**src/rtl/fp16_to_fixed_pipe_if.sv**
```systemverilog
// Stream bundle for the FP16-to-fixed converter.
// Carries FP16 samples in and Q0.FRAC_BITS fractions with status flags out.
interface fp16_to_fixed_pipe_if #(
   parameter int FRAC_BITS = 32
);
   logic                 in_valid;
   logic                 in_ready;
   logic [15:0]          fp16_in;
   logic                 out_valid;
   logic                 out_ready;
   logic [FRAC_BITS-1:0] out_val;
   logic [2:0]           out_flags;

   modport slave (
      input  in_valid, fp16_in, out_ready,
      output in_ready, out_valid, out_val, out_flags
   );

   modport master (
      output in_valid, fp16_in, out_ready,
      input  in_ready, out_valid, out_val, out_flags
   );
endinterface

```
**src/rtl/fp16_to_fixed_pipe.sv**
```systemverilog
// Two-stage FP16 -> unsigned Q0.FRAC_BITS converter with valid/ready flow.
// Stage 1 decodes the encoding, stage 2 shifts, rounds and saturates.
module fp16_to_fixed_pipe #(
   parameter int FRAC_BITS = 32
) (
   input logic clk,
   input logic rst,
   fp16_to_fixed_pipe_if.slave bus
);
   typedef struct packed {
      logic        nan;
      logic        inf;
      logic        zero;
      logic        neg;
      logic [10:0] sig;
      logic [6:0]  sh;
   } s1_t;

   logic                 adv1;
   logic                 adv2;
   logic                 s1_valid;
   s1_t                  s1_d;
   s1_t                  s1_q;
   logic [4:0]           e;
   logic [9:0]           m;
   logic [4:0]           eff_e;
   logic                 normal;
   logic                 out_valid_q;
   logic [FRAC_BITS-1:0] out_val_q;
   logic [2:0]           out_flags_q;
   logic [63:0]          wide;
   logic [22:0]          dn;
   logic [6:0]           nsh;
   logic                 rnd_up;
   logic                 sat;
   logic [FRAC_BITS-1:0] val_d;
   logic [2:0]           flg_d;

   assign adv2         = ~out_valid_q | bus.out_ready;
   assign adv1         = ~s1_valid | adv2;
   assign bus.in_ready = adv1;
   assign bus.out_valid = out_valid_q;
   assign bus.out_val   = out_val_q;
   assign bus.out_flags = out_flags_q;

   always_comb begin
      e         = bus.fp16_in[14:10];
      m         = bus.fp16_in[9:0];
      normal    = 1'b0;
      s1_d.nan  = 1'b0;
      s1_d.inf  = 1'b0;
      s1_d.zero = 1'b0;
      s1_d.neg  = bus.fp16_in[15];
      unique case (1'b1)
         (e == 5'd31): begin
            s1_d.nan = |m;
            s1_d.inf = ~|m;
         end
         (e == 5'd0): s1_d.zero = ~|m;
         default:     normal = 1'b1;
      endcase
      s1_d.sig = {normal, m};
      eff_e    = normal ? e : 5'd1;
      s1_d.sh  = {2'b00, eff_e} + 7'(FRAC_BITS) - 7'd25;
   end

   // Negative shifts keep 12 dropped bits below the LSB for guard/sticky.
   always_comb begin
      wide   = '0;
      dn     = '0;
      rnd_up = 1'b0;
      nsh    = -s1_q.sh;
      if (!s1_q.sh[6]) begin
         wide = {53'd0, s1_q.sig} << s1_q.sh[5:0];
      end else begin
         dn     = {s1_q.sig, 12'd0} >> nsh;
         rnd_up = dn[11] & ((|dn[10:0]) | dn[12]);
         wide   = {53'd0, dn[22:12]} + {63'd0, rnd_up};
      end
      sat   = s1_q.inf | (|wide[63:FRAC_BITS]);
      val_d = wide[FRAC_BITS-1:0];
      flg_d = 3'b000;
      if (s1_q.nan) begin
         val_d = '0;
         flg_d = 3'b100;
      end else if (s1_q.neg && !s1_q.zero) begin
         val_d = '0;
         flg_d = 3'b001;
      end else if (sat) begin
         val_d = '1;
         flg_d = 3'b010;
      end
   end

   always_ff @(posedge clk) begin
      if (rst) begin
         s1_valid    <= 1'b0;
         s1_q        <= '0;
         out_valid_q <= 1'b0;
         out_val_q   <= '0;
         out_flags_q <= '0;
      end else begin
         if (adv1) begin
            s1_valid <= bus.in_valid;
            if (bus.in_valid) s1_q <= s1_d;
         end
         if (adv2) begin
            out_valid_q <= s1_valid;
            if (s1_valid) begin
               out_val_q   <= val_d;
               out_flags_q <= flg_d;
            end
         end
      end
   end
endmodule

```
**src/flat_wrapper.sv**
```systemverilog
// flat-port wrapper written by rule: the top's interface ports become plain ports
module fp16_to_fixed_pipe_flat 
#(
   parameter int FRAC_BITS = 32
)
  (clk, rst, bus_in_valid, bus_fp16_in, bus_out_ready, bus_in_ready, bus_out_valid, bus_out_val, bus_out_flags);
  fp16_to_fixed_pipe_if #(.FRAC_BITS(FRAC_BITS)) bus_i ();
  input logic clk;
  input logic rst;
  input wire logic [$bits(bus_i.in_valid)-1:0] bus_in_valid;
  input wire logic [$bits(bus_i.fp16_in)-1:0] bus_fp16_in;
  input wire logic [$bits(bus_i.out_ready)-1:0] bus_out_ready;
  output wire logic [$bits(bus_i.in_ready)-1:0] bus_in_ready;
  output wire logic [$bits(bus_i.out_valid)-1:0] bus_out_valid;
  output wire logic [$bits(bus_i.out_val)-1:0] bus_out_val;
  output wire logic [$bits(bus_i.out_flags)-1:0] bus_out_flags;
  assign bus_i.in_valid = bus_in_valid;
  assign bus_i.fp16_in = bus_fp16_in;
  assign bus_i.out_ready = bus_out_ready;
  assign bus_in_ready = bus_i.in_ready;
  assign bus_out_valid = bus_i.out_valid;
  assign bus_out_val = bus_i.out_val;
  assign bus_out_flags = bus_i.out_flags;
  fp16_to_fixed_pipe #(.FRAC_BITS(FRAC_BITS)) u_core (.clk(clk), .rst(rst), .bus(bus_i));
endmodule
```
**config.mk**
```make
export PLATFORM = sky130hd
export DESIGN_NAME = fp16_to_fixed_pipe_flat
export DESIGN_NICKNAME = d
export VERILOG_FILES = /design/src/rtl/fp16_to_fixed_pipe_if.sv /design/src/rtl/fp16_to_fixed_pipe.sv /design/src/flat_wrapper.sv
export SDC_FILE = /design/constraint.sdc
export NUM_CORES = 1
export LEC_CHECK = 0
export CAP_MARGIN = 20
export CORE_ASPECT_RATIO = 0.5
export CORE_MARGIN = 1.5
export CORE_UTILIZATION = 54
export CTS_CLUSTER_DIAMETER = 200
export DETAILED_ROUTE_END_ITERATION = 10
export PLACE_DENSITY = 0.82
export SYNTH_ARGS = -nofsm -noshare
export SYNTH_HDL_FRONTEND = slang
export SYNTH_SLANG_ARGS = --single-unit
```
**constraint.sdc**
```tcl
create_clock -name clk -period 3.6 [get_ports clk]
set_clock_uncertainty 0.1 [all_clocks]
set_input_delay 1.08 -clock clk [delete_from_list [all_inputs] [get_ports clk]]
set_output_delay 1.08 -clock clk [all_outputs]
set_load 0.005 [all_outputs]
```
==> flow_metrics.env <==
export IMPL_status="finished clean"
export IMPL_via_per_inst=6.38
export IMPL_max_stage_delay_ns=0.47
export IMPL_drt_iter0_markers=514
export IMPL_route_detailed_drc=0
export IMPL_max_freq_mhz=283
export IMPL_setup_violations_final=0
export IMPL_grt_first_pass_wirelength_um=17100
export IMPL_crit_fanout=3
export IMPL_clk_pin_slew_ns=0.05
export IMPL_cp_num_cells=4
export IMPL_core_um2=6260
export IMPL_post_cts_buffers=0
export IMPL_whs_ns=0.387
export IMPL_yosysMostFrequentCell="dfxtp_1"
export IMPL_grt_pass1_vias=3373
export IMPL_fp_dieW_um=119
export IMPL_async_reset_ff_frac=0
export IMPL_synthXorXnorAreaFrac=0.00972
export IMPL_reg2reg_depth=8
export IMPL_hold_path_startpoint="u_core.s1_q[18]"
export IMPL_cts_htree_levels=3
export IMPL_initial_core_util=0.576
export IMPL_worstHoldEndpoint="u_core.s1_q[18]"
export IMPL_synth_fa_ha_area_frac=0.00347
export IMPL_wire_per_inst_um=18.4
export IMPL_hold_class="reg2reg"
export IMPL_total_power_mw=1.97
export IMPL_syn_mean_instance_area_um2=8.10
export IMPL_worst_slew_pin_transition_ns=1.29
export IMPL_setup_tns_ns=0
export IMPL_slew_violations=0
export IMPL_maxSlewHeadroom=0.131
export IMPL_synth_compound_area_frac=0.309
export IMPL_startpoint_type="primary input"
export IMPL_syn_instance_count=445
export IMPL_synth_top_family_by_area="compound AO/OA/AOI/OAI gates"
export IMPL_place_ws_ns=0.0756
export IMPL_dieHeight_um=60.8
export IMPL_synth_cell_types=62
export IMPL_synth_largest_area_cell="dfxtp_1"
export IMPL_synth_seq_area_share=0.322
export IMPL_end_kind="output pin"
export IMPL_rrSetupSlack_ns=0.26
export IMPL_synth_ff_latch_count=58
export IMPL_gp_congestion=0.999
export IMPL_finalWirelength_um=10900
export IMPL_dr_pass1_iters=5
export IMPL_ant_nets=0
export IMPL_p_leak_nw=1.70
export IMPL_post_synth_most_frequent_cells="58 x dfxtp_1, 47 x nand2_1, 42 x a21oi_1"
export IMPL_hold_violations=0
export IMPL_cts_root_buffer="clkbuf_16"
export IMPL_cts_tree="yes"
export IMPL_rows=20
export IMPL_num_io_pins=57
export IMPL_cts_buffers=9
export IMPL_antenna_found_initial=0
export IMPL_grtUsageTotal=0.309
export IMPL_crit_path_frequent_cell="clkdlybuf4s50_1"
export IMPL_insertedDiodeCount=0
export IMPL_syn_area_um2=3610
export IMPL_crit_arrival_ns=2.35
export IMPL_synth_edf_count=0
export IMPL_hold_path_cell_count=2
export IMPL_cp_slowest_cell="clkdlybuf4s50_1"
export IMPL_min_period_over_period=0.980
export IMPL_peakVddDrop_mv=0.252
export IMPL_cts_max_path_buffers=2
export IMPL_syn_nets=466
export IMPL_via_count=3805
export IMPL_synthSimpleGateAreaFrac=0.209
export IMPL_gr_total_overflow=0
export IMPL_drive_gt1_frac=0.136
export IMPL_clkSinkCount=58
export IMPL_rr_endpoint="u_core.bus.out_val[25]"
export IMPL_crit_type="in2out"
export IMPL_ys_warnings_count=0
export IMPL_syn_to_final_growth_pct=29.2
export IMPL_final_nets=524
export IMPL_timing_final_ws_setup_ns=0.0709
export IMPL_hpwl_um=7490
export IMPL_finalCriticalPeriod_ns=3.53
export IMPL_grt_max_degree=59
export IMPL_synthMuxAreaShare=0.0857
export IMPL_crit_family="buffers and inverters"
export IMPL_yosys_top_cells_area="dfxtp_1 32%, o211ai_1 6.7%, a21oi_1 5.8%"
export IMPL_die_area_um2=7210
export IMPL_cap_violations=0
export IMPL_synth_top_area_share=0.322
export IMPL_rsz0062_at_grt="no"
export IMPL_cp_required_ns=2.42
export IMPL_r2r_start="u_core.s1_q[1]"
export IMPL_synth_top_flop_cell="dfxtp_1"
export IMPL_crit_chain="clkdlybuf4s50_1, nor2b_1, nand2_1, clkdlybuf4s50_1"
export IMPL_portBuffers=56
export IMPL_power_density_nw_per_um2=422
export IMPL_clk_insertion_delay_late_ns=0.33
export IMPL_final_core_util=0.745
export IMPL_crit_buf_inv=2
[metal layers]
layer	track usage	up-vias	routed length, um	part of all wire
met5	0	-	0	0
met4	0.0895	0	129	0.012
met3	0.0865	15	1250	0.11
met2	0.477	227	4610	0.42
met1	0.432	1769	4950	0.45
li1	-	1794	-	-
[registers in the layout, indices dropped and copies added (netlist names)]
signal	count
u_core.s1_q	21
u_core.bus.out_valid	1
u_core.bus.out_val	32
u_core.bus.out_flags	3
u_core.s1_valid	1
[logic make-up after synthesis]
kind of cell	after synthesis
flops	58
xor+xnor	4
fa+ha+maj	1
simple gates	154
buf+inv	47
compound gates	158
mux	23
[power by group]
part	switching, mW	internal, mW
combinational	0.222	0.185
sequential	0.0384	0.676
clock	0.276	0.571
[cells in the final DEF (no fill, tap or decap), types with 4 or more instances in the layout]
cell / synthesis / final
a211oi_1: 6 / 6
a21oi_1: 42 / 42
a22oi_1: 21 / 21
a2bb2oi_1: 5 / 5
a32oi_1: 7 / 7
and2_1: 4 / 4
and3_1: 6 / 6
buf_4: 4 / 29
clkbuf_16: 0 / 9
clkdlybuf4s50_1: 0 / 55
dfxtp_1: 58 / 58
inv_1: 4 / 4
mux2_2: 7 / 7
mux2i_1: 8 / 8
mux4_2: 5 / 5
nand2_1: 47 / 47
nand2b_1: 8 / 8
nand3_1: 17 / 17
nand3b_1: 4 / 4
nor2_1: 35 / 35
nor2b_1: 9 / 9
nor3_1: 7 / 7
nor4_1: 4 / 4
o211ai_1: 32 / 32
o21ai_0: 15 / 15
[cell type report]
type,instances,area (um^2)
Sequential cell,58,1160
Clock inverter,2,35.0
Timing Repair Buffer,87,813
Clock buffer,14,264
Multi-Input combinational cell,341,2250
Inverter,6,22.5
Tap cell,88,110
Fill cell,480,1600
[metrics by stage]
stage	cells	instance area (um^2)
2_1_floorplan	445	3610
4_1_cts	595	4630
3_3_place_gp	579	4330
3_5_place_dp	579	4330
6_report	596	4660
5_1_grt	596	4660
[how the worst max path moves through the flow]
| stage | from | endpoint | slack (ns) |
|---|---|---|---|
| floorplan | bus_out_ready | u_core.bus.out_val[25] | 0.79 |
| global placement | bus_out_ready | u_core.bus.out_val[6] | 0.12 |
| detailed placement | bus_out_ready | u_core.bus.out_val[6] | 0.08 |
| CTS | bus_out_ready | bus_in_ready | 0.09 |
| global route | bus_out_ready | bus_in_ready | 0.03 |
| finish | bus_out_ready | bus_in_ready | 0.07 |
[worst register-to-register path: stages (launching register included)]
cell and delay [ns]:
dfxtp_1 0.65, buf_4 0.26, mux2_4 0.32, a211oi_2 0.34, nor2_1 0.11, nor4_2 0.34, nand3_1 0.29, a32oi_4 0.57
o211ai_1 0.21
[timing repair]
item	4_1_cts	5_1_grt
gates resized for setup	0	1
hold buffers	0	0
endpoints found under the setup margin	0	33
(Power assumes the default switching activity.)
